==> src/rtl/boot_pkg.sv <==
// Shared types and constants for the ROM-to-RAM boot copier.
// The state encoding is fixed so that it stays stable in waveforms and netlists.
package boot_pkg;

    typedef enum logic [1:0] {
        IDLE  = 2'd0,
        READ  = 2'd1,
        WRITE = 2'd2,
        DONE  = 2'd3
    } boot_state_t;

    localparam logic [31:0] DEST_BASE_DEFAULT = 32'h1000_0000;
    localparam logic [3:0]  WSTRB_FULL        = 4'hF;

endpackage

==> src/rtl/rom_boot_copier.sv <==
// Boot sequencer: copies the ROM image word by word into RAM while holding the core in reset,
// then releases the core and reports the number of words written and their wrapping checksum.
module rom_boot_copier
    import boot_pkg::*;
#(
    parameter int          ROM_DEPTH    = 128,
    parameter logic [31:0] DEST_BASE    = DEST_BASE_DEFAULT,
    parameter bit          STOP_ON_ZERO = 1'b1
) (
    input  logic                       clk,
    input  logic                       reset,
    output logic [11:0]                rom_addr,
    input  logic [31:0]                rom_inst,
    output logic                       mem_req,
    output logic [31:0]                mem_addr,
    output logic [31:0]                mem_wdata,
    output logic [3:0]                 mem_wstrb,
    input  logic                       mem_ready,
    input  logic                       reboot,
    output logic                       core_reset,
    output logic                       boot_done,
    output logic [$clog2(ROM_DEPTH):0] word_count,
    output logic [31:0]                checksum
);

    localparam int                IDX_W    = $clog2(ROM_DEPTH);
    localparam int                CNT_W    = IDX_W + 1;
    localparam logic [IDX_W-1:0]  LAST_IDX = IDX_W'(ROM_DEPTH - 1);

    boot_state_t      state;
    logic [IDX_W-1:0] index;
    logic             stop_here;

    function automatic logic [31:0] byte_offset(input logic [IDX_W-1:0] idx);
        return 32'({idx, 2'b00});
    endfunction

    assign stop_here = STOP_ON_ZERO && (rom_inst == 32'h0000_0000);

    // Every output is a register; the write port fields are loaded on leaving READ
    // and stay frozen until the RAM accepts, which keeps them stable across stalls.
    always_ff @(posedge clk) begin
        if (reset) begin
            state      <= IDLE;
            index      <= '0;
            rom_addr   <= '0;
            mem_req    <= 1'b0;
            mem_addr   <= '0;
            mem_wdata  <= '0;
            mem_wstrb  <= '0;
            core_reset <= 1'b1;
            boot_done  <= 1'b0;
            word_count <= '0;
            checksum   <= '0;
        end else begin
            case (state)
                IDLE: begin
                    index      <= '0;
                    rom_addr   <= '0;
                    word_count <= '0;
                    checksum   <= '0;
                    state      <= READ;
                end

                READ: begin
                    if (stop_here) begin
                        core_reset <= 1'b0;
                        boot_done  <= 1'b1;
                        state      <= DONE;
                    end else begin
                        mem_wdata <= rom_inst;
                        mem_addr  <= DEST_BASE + byte_offset(index);
                        mem_req   <= 1'b1;
                        mem_wstrb <= WSTRB_FULL;
                        state     <= WRITE;
                    end
                end

                WRITE: begin
                    if (mem_ready) begin
                        mem_req    <= 1'b0;
                        mem_wstrb  <= '0;
                        checksum   <= checksum + mem_wdata;
                        word_count <= word_count + CNT_W'(1);
                        // The last index goes straight to DONE so the index never wraps.
                        if (index == LAST_IDX) begin
                            core_reset <= 1'b0;
                            boot_done  <= 1'b1;
                            state      <= DONE;
                        end else begin
                            index    <= index + IDX_W'(1);
                            rom_addr <= 12'(byte_offset(index + IDX_W'(1)));
                            state    <= READ;
                        end
                    end
                end

                DONE: begin
                    if (reboot) begin
                        core_reset <= 1'b1;
                        boot_done  <= 1'b0;
                        state      <= IDLE;
                    end
                end

                default: state <= IDLE;
            endcase
        end
    end

endmodule

==> config.mk <==
export PLATFORM = sky130hd
export DESIGN_NAME = rom_boot_copier
export DESIGN_NICKNAME = d
export VERILOG_FILES = /design/src/rtl/boot_pkg.sv /design/src/rtl/rom_boot_copier.sv
export SDC_FILE = /design/constraint.sdc
export NUM_CORES = 1
export LEC_CHECK = 0
export ABC_CLOCK_PERIOD_IN_PS = 3450
export BUFFER_PORTS_ARGS = -buffer_cell sky130_fd_sc_hd__buf_4
export CAP_MARGIN = 20
export CORE_MARGIN = 2
export CORE_UTILIZATION = 52
export DETAILED_ROUTE_END_ITERATION = 6
export GPL_ROUTABILITY_DRIVEN = 0
export PLACE_DENSITY = 0.81
export SYNTH_ARGS = -nofsm -noshare
export SYNTH_HDL_FRONTEND = slang
export SYNTH_SLANG_ARGS = --single-unit
==> constraint.sdc <==
create_clock -name clk -period 3.45 [get_ports clk]
set_clock_uncertainty 0.15 [all_clocks]
set_input_delay 0.345 -clock clk [delete_from_list [all_inputs] [get_ports clk]]
set_output_delay 0.345 -clock clk [all_outputs]
set_load 0.05 [all_outputs]
---- Word level (Yosys, flattened, before mapping) ----
Index checks and enable logic that the tools add are counted.
word-level totals
  word-level logic and storage cells ...... 68
  output and inout port bits .............. 123
  input bits .............................. 36
  register bits after elaboration ......... 132
operators by class
  bitwise gates (word level) .............. 1
  add/subtract/negate cells ............... 4
  reductions and logical operators ........ 11
  equal/unequal tests ..................... 10
  mux-type cells .......................... 31
operators with widths
  cell                     count
  $pmux W32 S2             1
  $add A32 B32 Y32         1
  $logic_not A32 Y1        1
  $mux W32                 1
  $add A29 B9 Y30 const A  1
  $mux W12                 2
  $pmux W12 S2             1
  $pmux W8 S2              1
  $mux W7                  2
  $pmux W7 S2              1
  $ne A2 B2 Y1 const B     6
  $mux W1                  11
  $add A8 B1 Y8 const B    1
  $mux W4                  2
  $mux W8                  1
  $pmux W2 S4              1
  $pmux W4 S2              1
  $add A7 B1 Y7 const B    1
  $eq A7 B7 Y1 const B     1
  $mux W2                  3
  $pmux W1 S3              2
  $reduce_and A2 Y1        3
  $reduce_and A3 Y1        2
  $reduce_and A5 Y1        1
  7 further kinds          9

---- Longest topological paths before layout ----
Gate-level depths: netlist (run 1).
  depth in word-level cells ............... 4
  depth in mapped cells ................... 13
  mapped depth without buffers ............ 13

---- Least setup slack after synthesis (run 1) ----
Ideal clock, no wire load.
  path kind ............................... flip-flop to flip-flop
  start ................................... reg checksum[0]
  end ..................................... reg checksum[26]
  buffers on the path ..................... 0
  data arrival time ....................... 2.978 ns
  setup slack ............................. 0.205 ns
  library setup time ...................... 0.117 ns
  stages on the path, launching flop included .. 14
  clock period less this slack ............ 3.245 ns
  data required time ...................... 3.183 ns
  path through ............................ dfxtp_1 > ha_1 > inv_1 > fa_1 > nor2b_1 > o21ai_1 > a21oi_1 > o221a_4 > a311o_1 > a31oi_4 > o211ai_2 > a31oi_1 > xnor2_1 > a22o_1
on the way
  word-level cells in the longest chain between the ends .. 3
ends and longest elaborated chain
  item                    RTL line               source
  from (decl)             rom_boot_copier.sv:23  output logic [31:0] checksum
  from (signal assigned)  rom_boot_copier.sv:83  checksum <= checksum + mem_wdata;
  $add A32 B32 Y32        rom_boot_copier.sv:83
  $mux W32                rom_boot_copier.sv:80  if (mem_ready) begin
  $pmux W32 S2            rom_boot_copier.sv:56  case (state)
No other way between the ends. The select of a mux whose other input is x is not followed.
A chain may end at the register's enable or synchronous reset.

---- Worst setup path after layout (run 1) ----
  start ................................... reg checksum[0]
  end ..................................... reg checksum[20]
Same word-level chain as after synthesis.

==> summary.txt, run 1 <==
Synth
  • Syn avg cell area: 8.054 sq um
  • Post-synth EDFFs: 0
  • Sequential element share of the synthesized area: 36.18%
  • YS warnings: 0
  • Synth top cells by count: nand2_1, dfxtp_1, a21oi_1, nor2_1
  • Ys flop type: dfxtp_1
  • Synth cell types: 49
  • Fraction of registers with async set/reset: 0%
  • Synth Register Bits: 92
  • Post-Syn Instances: 632
  • Mapped Area: 0.005090 sq mm
  • Synth top area share: 36.18%
  • Largest cells by area after synthesis: dfxtp_1, nand2_1, ha_1
  • Most frequent cell after synthesis: nand2_1
  • Synth area leader: dfxtp_1

Floorplanning
  • Initial Utilization: 52.80%
  • Total core area: 0.009639 sq mm
  • Die W: 102.9 um
  • DIE HEIGHT: 102.9 um
  • # rows: 36
  • I/O Pins: 159
  • Die area: 0.01060 sq mm

Clock tree
  • Hold buffer count at cts: 0
  • CTS buffer count: 9
  • H-Tree Level Count: 3
  • Post_cts resized: 0
  • Post-CTS Setup Inserts: 0
  • Clk slew on worst S/H paths: 0.10 ns
  • Latest clock arrival within the worst-skew pair: 0.37 ns
  • Clk sinks: 92
  • Clock Tree Root: clkbuf_8
  • CTS tree: yes
  • Clock tree buffer depth: 2

Power
  • Combinational share of power: 22.9%
  • LEAKAGE: 2.969 nW
  • Reg power frac: 47.2%
  • Pwr/cell area: 388.0 mW/mm^2
  • Sw frac: 36.42%
  • Internal power: 0.001535 W
  • Peak supply drop: 0.3086 mV
  • Sw Pwr: 0.0008792 W
  • Clock share of power: 29.8%

Final layout
  • Antenna cell count: 0
  • Syn-to-layout area delta: 22.25%
  • Register area: 0.001842 sq mm
  • Layout cell share with drive strength beyond 1: 21.07%
  • NumNets Final: 815
  • Final core occ: 64.55%
  • Area of the multi-input gates: 0.002964 sq mm
  • FILL cells: 838

Worst setup path
  • Endpoint class of the critical path: flip-flop
  • WP data arrival: 3.26 ns
  • Critical Path RT: 3.56 ns
  • CP max stage delay: 0.39 ns
  • CP max FO: 4
  • Critical path class: reg -> reg
  • Crit path launch type: flip-flop
  • Crit-path slowest cell: fa_1
  • Critical Path, Cell by Cell: ha_1, inv_1, fa_1, nor2b_1, o21ai_1, a21oi_2, o221a_4, a41oi_1, o21ai_0, a21oi_1, o31ai_1, xor2_1, a22o_1

Routing
  • DRC Markers: 0
  • Vias per cell: 5.569
  • Antenna-violating nets left: 0
  • Router iterations before antenna repair: 4
  • Drt initial violations: 216
  • DR WL/cell: 15.23 um
  • Total wire length: 13.45 mm
  • DR vias: 4917

Placement
  • Detailed Place HPWL: 10.10 mm
  • Port-buffer cells: 129

Timing
  • Tcrit/Tclk final: 91.15%
  • Unrepaired setup endpoints after global routing: false
  • Final setup viols: 0
  • Min cycle time layout: 3.145 ns
  • Final hold slack: 0.06993 ns
  • Setup TNS Final: 0 ns
  • Final Hold Vio Count: 0
  • Slew Limit Fails: 0
  • Max frequency: 0.3180 GHz
  • Max-slew headroom: 49.09%
  • Worst-Margin Slew: 0.7595 ns

Global routing
  • Vias in the first global route: 4490
  • Initial antenna violation count: 0
  • Global-route wire length before repair: 21.47 mm
  • GRT Overall Usage: 25.48%
  • GRT Residual Overflow: 0
  • Largest net degree at the start of global routing: 70

Status
  • Status: finished, final reports clean

Min path
  • HP Class: in -> reg

Run
  • Max Cap Viol: 0
flip-flops by register name, indices dropped and copies added, names as in the netlist:
signal      flops
word_count      8
state           2
rom_addr        7
boot_done       1
mem_addr        8
core_reset      1
mem_wstrb       1
mem_wdata      32
checksum       32
cell usage in the layout (no fill, tap or decap), drive strengths merged, types with 3 or more instances in the layout:
master	netlist	final
nand4	6	6
o211ai	4	4
nor2	54	54
ha	33	33
xnor2	18	18
nor4	9	9
nor2b	3	3
a31oi	5	5
nand2	111	111
a21oi	75	75
a22o	15	15
dfxtp	92	92
inv	12	16
a22oi	17	17
or3	5	5
o21a	6	6
nand3	12	12
o21ai	22	22
a21o	17	17
o21bai	4	4
and3	6	6
clkbuf	26	9
buf	35	135
xor2	18	18
conb	1	29
power groups by stage:
stage / Sequential [W] / Combinational (W) / Clock, W
detailed placement: 0.00117 / 0.000552 / 0
floorplan: 0.00127 / 0.000314 / 0
global placement: 0.00116 / 0.000542 / 0
CTS: 0.00114 / 0.000553 / 0.000733
global route: 0.00115 / 0.000592 / 0.000767
finish: 0.00114 / 0.000554 / 0.000720
kinds of logic after synthesis:
| family | share of synthesized area, % |
|---|---|
| and+or+nand+nor | 18.04 |
| AOI/OAI and AO/OA | 22.96 |
| DFF | 36.18 |
| buffers and inverters | 7.817 |
| xor gates and xnor gates | 6.195 |
| adders and majority gates | 8.506 |
| other | 0.07368 |
| muxes | 0.2212 |
cell type report:
cell class	instances	share of cell area, %
clock buffers	9	1.991
flip-flops and latches	92	29.60
inverters	12	0.7239
repair buffers	135	16.29
clock inverters	7	1.086
well taps	133	2.674
multi-input cells	495	47.64
worst max-delay path, delay by kind of cell, from the launching register on:
family / cells / cell delay (ns)
AO/OA/AOI/OAI: 8 / 1.64
flip-flops: 1 / 0.38
AND/OR/NAND/NOR: 1 / 0.14
adder cells (fa/ha/maj): 2 / 0.57
XOR/XNOR: 1 / 0.12
buffers and inverters: 1 / 0.06
per-layer routing:
layer / routed length [um] / GRT usage [%] / vias to the layer above
met1: 5757 / 32.55 / 2313
met2: 6369 / 42.31 / 195
met5: 0 / 0 / -
met3: 972 / 5.627 / 26
li1: - / - / 2383
met4: 352 / 9.312 / 0
final timing paths:
kind	slack, ns	startpoint	cells after the start	endpoint
worst max-delay path	0.31	checksum[0]$_SDFFE_PP0P_	13	checksum[20]$_SDFFE_PP0P_
worst min-delay path	0.07	rom_inst[14]	3	mem_wdata[14]$_SDFFE_PP0P_
worst min register to register	0.31	mem_addr[5]$_SDFFE_PP0P_	2	mem_addr[5]$_SDFFE_PP0P_
worst max register to register	0.31	checksum[0]$_SDFFE_PP0P_	13	checksum[20]$_SDFFE_PP0P_
stage by stage:
step / std cells / setup WS (ns) / cell area (sq um) / power [W]
5_1_grt: 883 / 0.08621 / 6222 / 0.002507
3_3_place_gp: 867 / 0.4333 / 6027 / 0.001705
6_report: 883 / 0.3054 / 6222 / 0.002414
2_1_floorplan: 660 / 0.2050 / 5195 / 0.001584
4_1_cts: 883 / 0.2272 / 6218 / 0.002427
3_5_place_dp: 867 / 0.2772 / 6027 / 0.001717
No activity file was read; power rests on OpenSTA's default activity.
==> run 2: changes to the inputs <==
--- a/config.mk
+++ b/config.mk
@@ -13,6 +13,7 @@
 export DETAILED_ROUTE_END_ITERATION = 6
 export GPL_ROUTABILITY_DRIVEN = 0
 export PLACE_DENSITY = 0.81
+export REMOVE_ABC_BUFFERS = 1
 export SYNTH_ARGS = -nofsm -noshare
 export SYNTH_HDL_FRONTEND = slang
 export SYNTH_SLANG_ARGS = --single-unit
==> run 2 against run 1 <==
Compared with the run above: first-iteration DRC count is 10% lower; global-route usage barely moved; cell area rose by 0.34%; cell count rose by 0.23%; sequential share of layout area fell by 0.10 points; via count fell by 0.87%; die area unchanged; worst hold slack better by 0.0013 ns; combinational power barely moved; critical path type unchanged.
==> summary.txt, run 2 (synthesis results as in run 1) <==
Clock tree
  • H-Tree Level Count: 3 (unchanged)
  • CTS tree: yes (unchanged)
  • CTS buffer count: 9 (unchanged)
  • Latest clock arrival within the worst-skew pair: 0.37 ns (about the same)
  • Clock tree buffer depth: 2 (unchanged)
  • Post_cts resized: 0 (unchanged)
  • Hold buffer count at cts: 0 (unchanged)
  • Clock Tree Root: clkbuf_8 (unchanged)
  • Clk sinks: 92 (unchanged)
  • Clk slew on worst S/H paths: 0.09 ns (was 0.10 ns)
  • Post-CTS Setup Inserts: 0 (unchanged)

Global routing
  • Global-route wire length before repair: 21.33 mm (was 21.47 mm)
  • GRT Overall Usage: 25.45% (was 25.48%)
  • Initial antenna violation count: 0 (unchanged)
  • Largest net degree at the start of global routing: 52 (was 70)
  • GRT Residual Overflow: 0 (unchanged)
  • Vias in the first global route: 4454 (was 4490)

Routing
  • Total wire length: 13.34 mm (was 13.45 mm)
  • Antenna-violating nets left: 0 (unchanged)
  • Met2 Wirelength: 6.575 mm (was 6.369 mm)
  • DR WL/cell: 15.07 um (was 15.23 um)
  • Vias per cell: 5.507 (was 5.569)
  • DR top layer: met4 (unchanged)
  • DR vias: 4874 (was 4917)
  • Drt initial violations: 194 (was 216)
  • Wire length on met3: 899 um (was 972 um)
  • Router iterations before antenna repair: 5 (was 4)
  • DRC Markers: 0 (unchanged)
  • M1 WL: 5.660 mm (was 5.757 mm)

Final layout
  • Layout cell share with drive strength beyond 1: 21.14% (was 21.07%)
  • FILL cells: 833 (was 838)
  • Syn-to-layout area delta: 22.66% (was 22.25%)
  • Antenna cell count: 0 (unchanged)
  • NumNets Final: 817 (was 815)
  • Top flop regs: checksum: 32 flops, mem_wdata: 32 flops (unchanged)
  • Most frequent cells in the layout: buf_4, nand2_1, dfxtp_1 (unchanged)
  • Commonest non-fill, non-tap cell in the layout: buf_4 (unchanged)

Floorplanning
  • Total core area: 0.009639 sq mm (unchanged)
  • Die area: 0.01060 sq mm (unchanged)
  • # rows: 36 (unchanged)
  • Die W: 102.9 um (unchanged)
  • Initial Utilization: 52.80% (unchanged)
  • I/O Pins: 159 (unchanged)
  • DIE HEIGHT: 102.9 um (unchanged)

Timing
  • Setup TNS Final: 0 ns (unchanged)
  • Slew Limit Fails: 0 (unchanged)
  • Final hold slack: 0.07122 ns (was 0.06993 ns)
  • Tcrit/Tclk final: 93.10% (was 91.15%)
  • Max-slew headroom: 45.73% (was 49.09%)
  • Worst-Margin Slew: 0.8140 ns (was 0.7595 ns)
  • Final setup viols: 0 (unchanged)
  • Worst setup margin: 0.2382 ns (was 0.3054 ns)
  • Final Hold Vio Count: 0 (unchanged)
  • Min cycle time layout: 3.212 ns (was 3.145 ns)
  • Max frequency: 0.3113 GHz (was 0.3180 GHz)
  • Unrepaired setup endpoints after global routing: false (unchanged)

Power
  • Sw Pwr: 0.0008260 W (was 0.0008792 W)
  • Combinational share of power: 22.8% (was 22.9%)
  • Clock share of power: 30.3% (was 29.8%)
  • LEAKAGE: 2.982 nW (was 2.969 nW)
  • Sw frac: 33.93% (was 36.42%)
  • Pwr/cell area: 389.9 mW/mm^2 (was 388.0 mW/mm^2)
  • Peak supply drop: 0.3724 mV (was 0.3086 mV)
  • Reg power frac: 46.9% (was 47.2%)
  • Internal power: 0.001608 W (was 0.001535 W)

Run
  • Max Cap Viol: 0 (unchanged)

Worst setup path
  • Critical Path RT: 3.55 ns (was 3.56 ns)
  • Critical Path, Cell by Cell: ha_1, inv_1, fa_1, nor2b_1, o21ai_1, a21oi_1, o221a_4, a311o_1, a31oi_4, o211ai_2, a31oi_1, xnor2_1, a22o_1 (was ha_1, inv_1, fa_1, nor2b_1, o21ai_1, a21oi_2, o221a_4, a41oi_1, o21ai_0, a21oi_1, o31ai_1, xor2_1, a22o_1)
  • CP max FO: 4 (unchanged)
  • Crit-path slowest cell: fa_1 (unchanged)
  • CP max stage delay: 0.39 ns (about the same)
  • Endpoint class of the critical path: flip-flop (unchanged)
  • Crit path launch type: flip-flop (unchanged)
  • Critical path class: reg -> reg (unchanged)
  • WP data arrival: 3.32 ns (was 3.26 ns)

Placement
  • Worst slack, placed: 0.2923 ns (was 0.2772 ns)
  • Detailed Place HPWL: 9.967 mm (was 10.10 mm)
  • Port-buffer cells: 129 (unchanged)

Min path
  • HP Class: in -> reg (unchanged)

Status
  • Status: finished, final reports clean (unchanged)
## run 2: layer usage
layer | global-route usage (%) | up-vias
met1 | 32.71 | 2285
li1 | - | 2381
met4 | 9.211 | 0
met3 | 4.339 | 20
met5 | 0 | -
met2 | 43.01 | 188
## run 2: worst max-delay path: cells and delay by family (launching register included)
family	cells	cell delay (ns)
AO/OA/AOI/OAI	8	1.65
XOR/XNOR	1	0.15
adder cells (fa/ha/maj)	2	0.58
buffers and inverters	1	0.06
flip-flops	1	0.38
AND/OR/NAND/NOR	1	0.13
## run 2: power by group through the flow
stage               clock, W  combinational (W)  sequential, W
floorplan                  0           0.000237        0.00129
global placement           0           0.000545        0.00116
detailed placement         0           0.000554        0.00117
CTS                 0.000753           0.000555        0.00114
global route        0.000792           0.000595        0.00115
finish              0.000738           0.000555        0.00114
## run 2: stage by stage
step / power [W] / cells / util (%) / instance area (sq um)
6_report: 0.002434 / 885 / 64.77 / 6243
4_1_cts: 0.002449 / 885 / 64.77 / 6243
3_5_place_dp: 0.001719 / 869 / 62.68 / 6042
2_1_floorplan: 0.001531 / 599 / - / 4842
3_3_place_gp: 0.001708 / 869 / 62.68 / 6042
5_1_grt: 0.002535 / 885 / 64.77 / 6243
## run 2: cell type report
class                      instances  area, sq um  area share, %
clock buffer                      10        137.6          2.204
clock inverter                     6        63.81          1.022
inverter                          12        45.04         0.7214
multi-input combinational        495         2960          47.41
sequential                        92         1842          29.50
tap                              133        166.4          2.665
timing repair buffer             137         1028          16.47
## run 2: final timing paths
path	startpoint	endpoint	slack [ns]	cells after the start
max	checksum[0]$_SDFFE_PP0P_	checksum[26]$_SDFFE_PP0P_	0.24	13
min	rom_inst[25]	mem_wdata[25]$_SDFFE_PP0P_	0.07	3
max reg2reg	checksum[0]$_SDFFE_PP0P_	checksum[26]$_SDFFE_PP0P_	0.24	13
min reg2reg	mem_addr[7]$_SDFFE_PP0P_	mem_addr[7]$_SDFFE_PP0P_	0.31	2
==> run 3: changes to the inputs <==
--- a/config.mk
+++ b/config.mk
@@ -5,14 +5,14 @@
 export SDC_FILE = /design/constraint.sdc
 export NUM_CORES = 1
 export LEC_CHECK = 0
-export ABC_CLOCK_PERIOD_IN_PS = 3450
+export ABC_CLOCK_PERIOD_IN_PS = 2700
 export BUFFER_PORTS_ARGS = -buffer_cell sky130_fd_sc_hd__buf_4
 export CAP_MARGIN = 20
 export CORE_MARGIN = 2
-export CORE_UTILIZATION = 52
+export CORE_UTILIZATION = 47
 export DETAILED_ROUTE_END_ITERATION = 6
 export GPL_ROUTABILITY_DRIVEN = 0
-export PLACE_DENSITY = 0.81
+export PLACE_DENSITY = 0.77
 export REMOVE_ABC_BUFFERS = 1
 export SYNTH_ARGS = -nofsm -noshare
 export SYNTH_HDL_FRONTEND = slang
==> constraint.sdc (replaced) <==
create_clock -name clk -period 2.7 [get_ports clk]
set_clock_uncertainty 0.15 [all_clocks]
set_input_delay 0.27 -clock clk [delete_from_list [all_inputs] [get_ports clk]]
set_output_delay 0.27 -clock clk [all_outputs]
set_load 0.05 [all_outputs]
==> run 3 against run 2 <==
Compared with the run above: the run now ends with negative setup slack left; register-to-register slack got worse by 0.32 ns; combinational power rose by 38%; flip-flop and latch count did not move; clock power rose by 17%; die area rose by 10%; fmax rose by 16%; clock-buffer cell count rose by 1; cell area rose by 9.0%; worst hold slack got worse by 0.056 ns; utilization rose by 0.59 points; wire length rose by 7.7%; power rose by 27%; largest cell class unchanged.
==> summary.txt, run 3 (synthesis results as in run 1) <==
Final layout
  • Syn-to-layout area delta: 33.75% (was 22.66%)
  • NumNets Final: 878 (was 817)
  • Antenna cell count: 0 (unchanged)
  • Top flop regs: checksum: 32 flops, mem_wdata: 32 flops (unchanged)
  • Layout cell share with drive strength beyond 1: 26.39% (was 21.14%)
  • Commonest non-fill, non-tap cell in the layout: buf_4 (unchanged)
  • Cell area after layout: 0.006808 sq mm (was 0.006243 sq mm)
  • Most frequent cells in the layout: buf_4, nand2_1, dfxtp_1 (unchanged)

Timing
  • Slew Limit Fails: 0 (unchanged)
  • Final setup viols: 5 (was 0)
  • Min cycle time layout: 2.778 ns (was 3.212 ns)
  • Max frequency: 0.3600 GHz (was 0.3113 GHz)
  • Final Hold Vio Count: 0 (unchanged)
  • Max-slew headroom: 49.87% (was 45.73%)
  • Setup TNS Final: -0.2752 ns (was 0 ns)
  • Worst-Margin Slew: 0.7519 ns (was 0.8140 ns)
  • Unrepaired setup endpoints after global routing: true (was false)
  • Tcrit/Tclk final: 102.9% (was 93.10%)
  • Worst setup margin: -0.07757 ns (was 0.2382 ns)

Routing
  • DRC Markers: 0 (unchanged)
  • Vias per cell: 5.461 (was 5.507)
  • DR vias: 5172 (was 4874)
  • DR WL/cell: 15.16 um (was 15.07 um)
  • Antenna-violating nets left: 0 (unchanged)
  • Drt initial violations: 366 (was 194)
  • Total wire length: 14.36 mm (was 13.34 mm)
  • Router iterations before antenna repair: 5 (unchanged)

Global routing
  • Largest net degree at the start of global routing: 70 (was 52)
  • Initial antenna violation count: 0 (unchanged)
  • GRT Residual Overflow: 0 (unchanged)
  • GRT Overall Usage: 24.12% (was 25.45%)
  • Vias in the first global route: 4836 (was 4454)
  • Global-route wire length before repair: 22.38 mm (was 21.33 mm)

Power
  • Sw frac: 33.26% (was 33.93%)
  • Internal power: 0.002060 W (was 0.001608 W)
  • Pwr/cell area: 453.3 mW/mm^2 (was 389.9 mW/mm^2)
  • Reg power frac: 47.2% (was 46.9%)
  • Clock share of power: 27.9% (was 30.3%)
  • Peak supply drop: 0.2611 mV (was 0.3724 mV)
  • LEAKAGE: 3.286 nW (was 2.982 nW)
  • Combinational share of power: 24.8% (was 22.8%)
  • Sw Pwr: 0.001027 W (was 0.0008260 W)

Status
  • Failing checks: negative setup slack
  • Status: finished, violations left (was finished, final reports clean)

Worst setup path
  • WP data arrival: 2.90 ns (was 3.32 ns)
  • Endpoint class of the critical path: flip-flop (unchanged)
  • CP max FO: 4 (unchanged)
  • Critical Path RT: 2.82 ns (was 3.55 ns)
  • Crit path launch type: flip-flop (unchanged)
  • Critical path class: reg -> reg (unchanged)

Clock tree
  • Clock Tree Root: clkbuf_8 (unchanged)
  • H-Tree Level Count: 3 (unchanged)
  • Latest clock arrival within the worst-skew pair: 0.37 ns (about the same)
  • Clock tree buffer depth: 2 (unchanged)
  • Clk slew on worst S/H paths: 0.09 ns (about the same)
  • CTS tree: yes (unchanged)
  • Clk sinks: 92 (unchanged)
  • CTS buffer count: 9 (unchanged)

Min path
  • HP Class: in -> reg (unchanged)

Run
  • Max Cap Viol: 0 (unchanged)

Placement
  • Port-buffer cells: 129 (unchanged)
  • Detailed Place HPWL: 10.25 mm (was 9.967 mm)
  • Dpl cell area: 0.006316 sq mm (was 0.006042 sq mm)
  • Worst slack, placed: -0.3082 ns (was 0.2923 ns)

Floorplanning
  • Die area: 0.01168 sq mm (was 0.01060 sq mm)
  • Die W: 108.1 um (was 102.9 um)
  • DIE HEIGHT: 108.1 um (was 102.9 um)
  • Initial Utilization: 48.86% (was 52.80%)
  • Total core area: 0.01042 sq mm (was 0.009639 sq mm)
  • I/O Pins: 159 (unchanged)
  • # rows: 37 (was 36)
## run 3: changes by cell type in the layout (fill, tap and decap cells not counted), sizes merged
cell         change
buf             +42
dlygate4sd3     +19
clkinvlp         -2
clkbuf           +1
clkinv           -1
## run 3: per-stage QoR
stage | utilization, % | hold WS (ns) | total power, W | instances
after floorplan | - | 0.1891 | 0.001956 | 599
after global placement | 60.64 | 0.2934 | 0.002209 | 908
after detailed placement | 60.64 | 0.3021 | 0.002219 | 908
after CTS | 64.72 | 0.0006146 | 0.003107 | 944
after global routing | 65.36 | 0.006515 | 0.003233 | 947
final | 65.36 | 0.01529 | 0.003086 | 947
## run 3: final timing paths
kind | from | end | slack, ns | cells after the start
min | rom_inst[21] | mem_wdata[21]$_SDFFE_PP0P_ | 0.02 | 3
max reg2reg | mem_wdata[0]$_SDFFE_PP0P_ | checksum[26]$_SDFFE_PP0P_ | -0.08 | 13
max | mem_wdata[0]$_SDFFE_PP0P_ | checksum[26]$_SDFFE_PP0P_ | -0.08 | 13
min reg2reg | mem_addr[4]$_SDFFE_PP0P_ | mem_addr[4]$_SDFFE_PP0P_ | 0.31 | 2
## run 3: layout make-up
class	instances	area [sq um]
Multi-Input combinational cell	495	3037
Sequential cell	92	1847
Tap cell	136	170.2
Clock buffer	11	131.4
Inverter	12	45.04
Clock inverter	3	40.04
Fill cell	882	3608
Timing Repair Buffer	198	1538
## run 3: routing by layer
metal / up-vias / GRT usage, % / routed length, um
met4: 0 / 9.432 / 288
li1: 2511 / - / -
met1: 2441 / 29.02 / 6122
met5: - / 0 / 0
met3: 24 / 5.787 / 961
met2: 196 / 41.51 / 6986
## run 3: power by group through the flow
stage | Sequential, W | Clock [W] | Combinational, W
floorplan | 0.00165 | 0 | 0.000303
global placement | 0.00148 | 0 | 0.000725
detailed placement | 0.00149 | 0 | 0.000732
CTS | 0.00146 | 0.000893 | 0.000758
global route | 0.00146 | 0.000950 | 0.000819
finish | 0.00146 | 0.000862 | 0.000767
## run 3: critical path, cell delays in order (launching register included)
cell and delay [ns]:
dfxtp_2 0.36, ha_4 0.14, inv_2 0.03, fa_2 0.36, nor2b_4 0.13, o21ai_2 0.08, a21oi_2 0.20, o221a_4 0.24
a311o_1 0.24, a31oi_4 0.13, o211ai_2 0.20, a31oi_1 0.12, xnor2_1 0.14, a22o_1 0.17
## run 3: timing repair
item	in CTS	in global routing
setup endpoints to repair	8	16
hold buffers	19	0
hold endpoints to repair	19	0
gates resized for setup	12	13
pin swaps	14	12
setup buffers	4	3
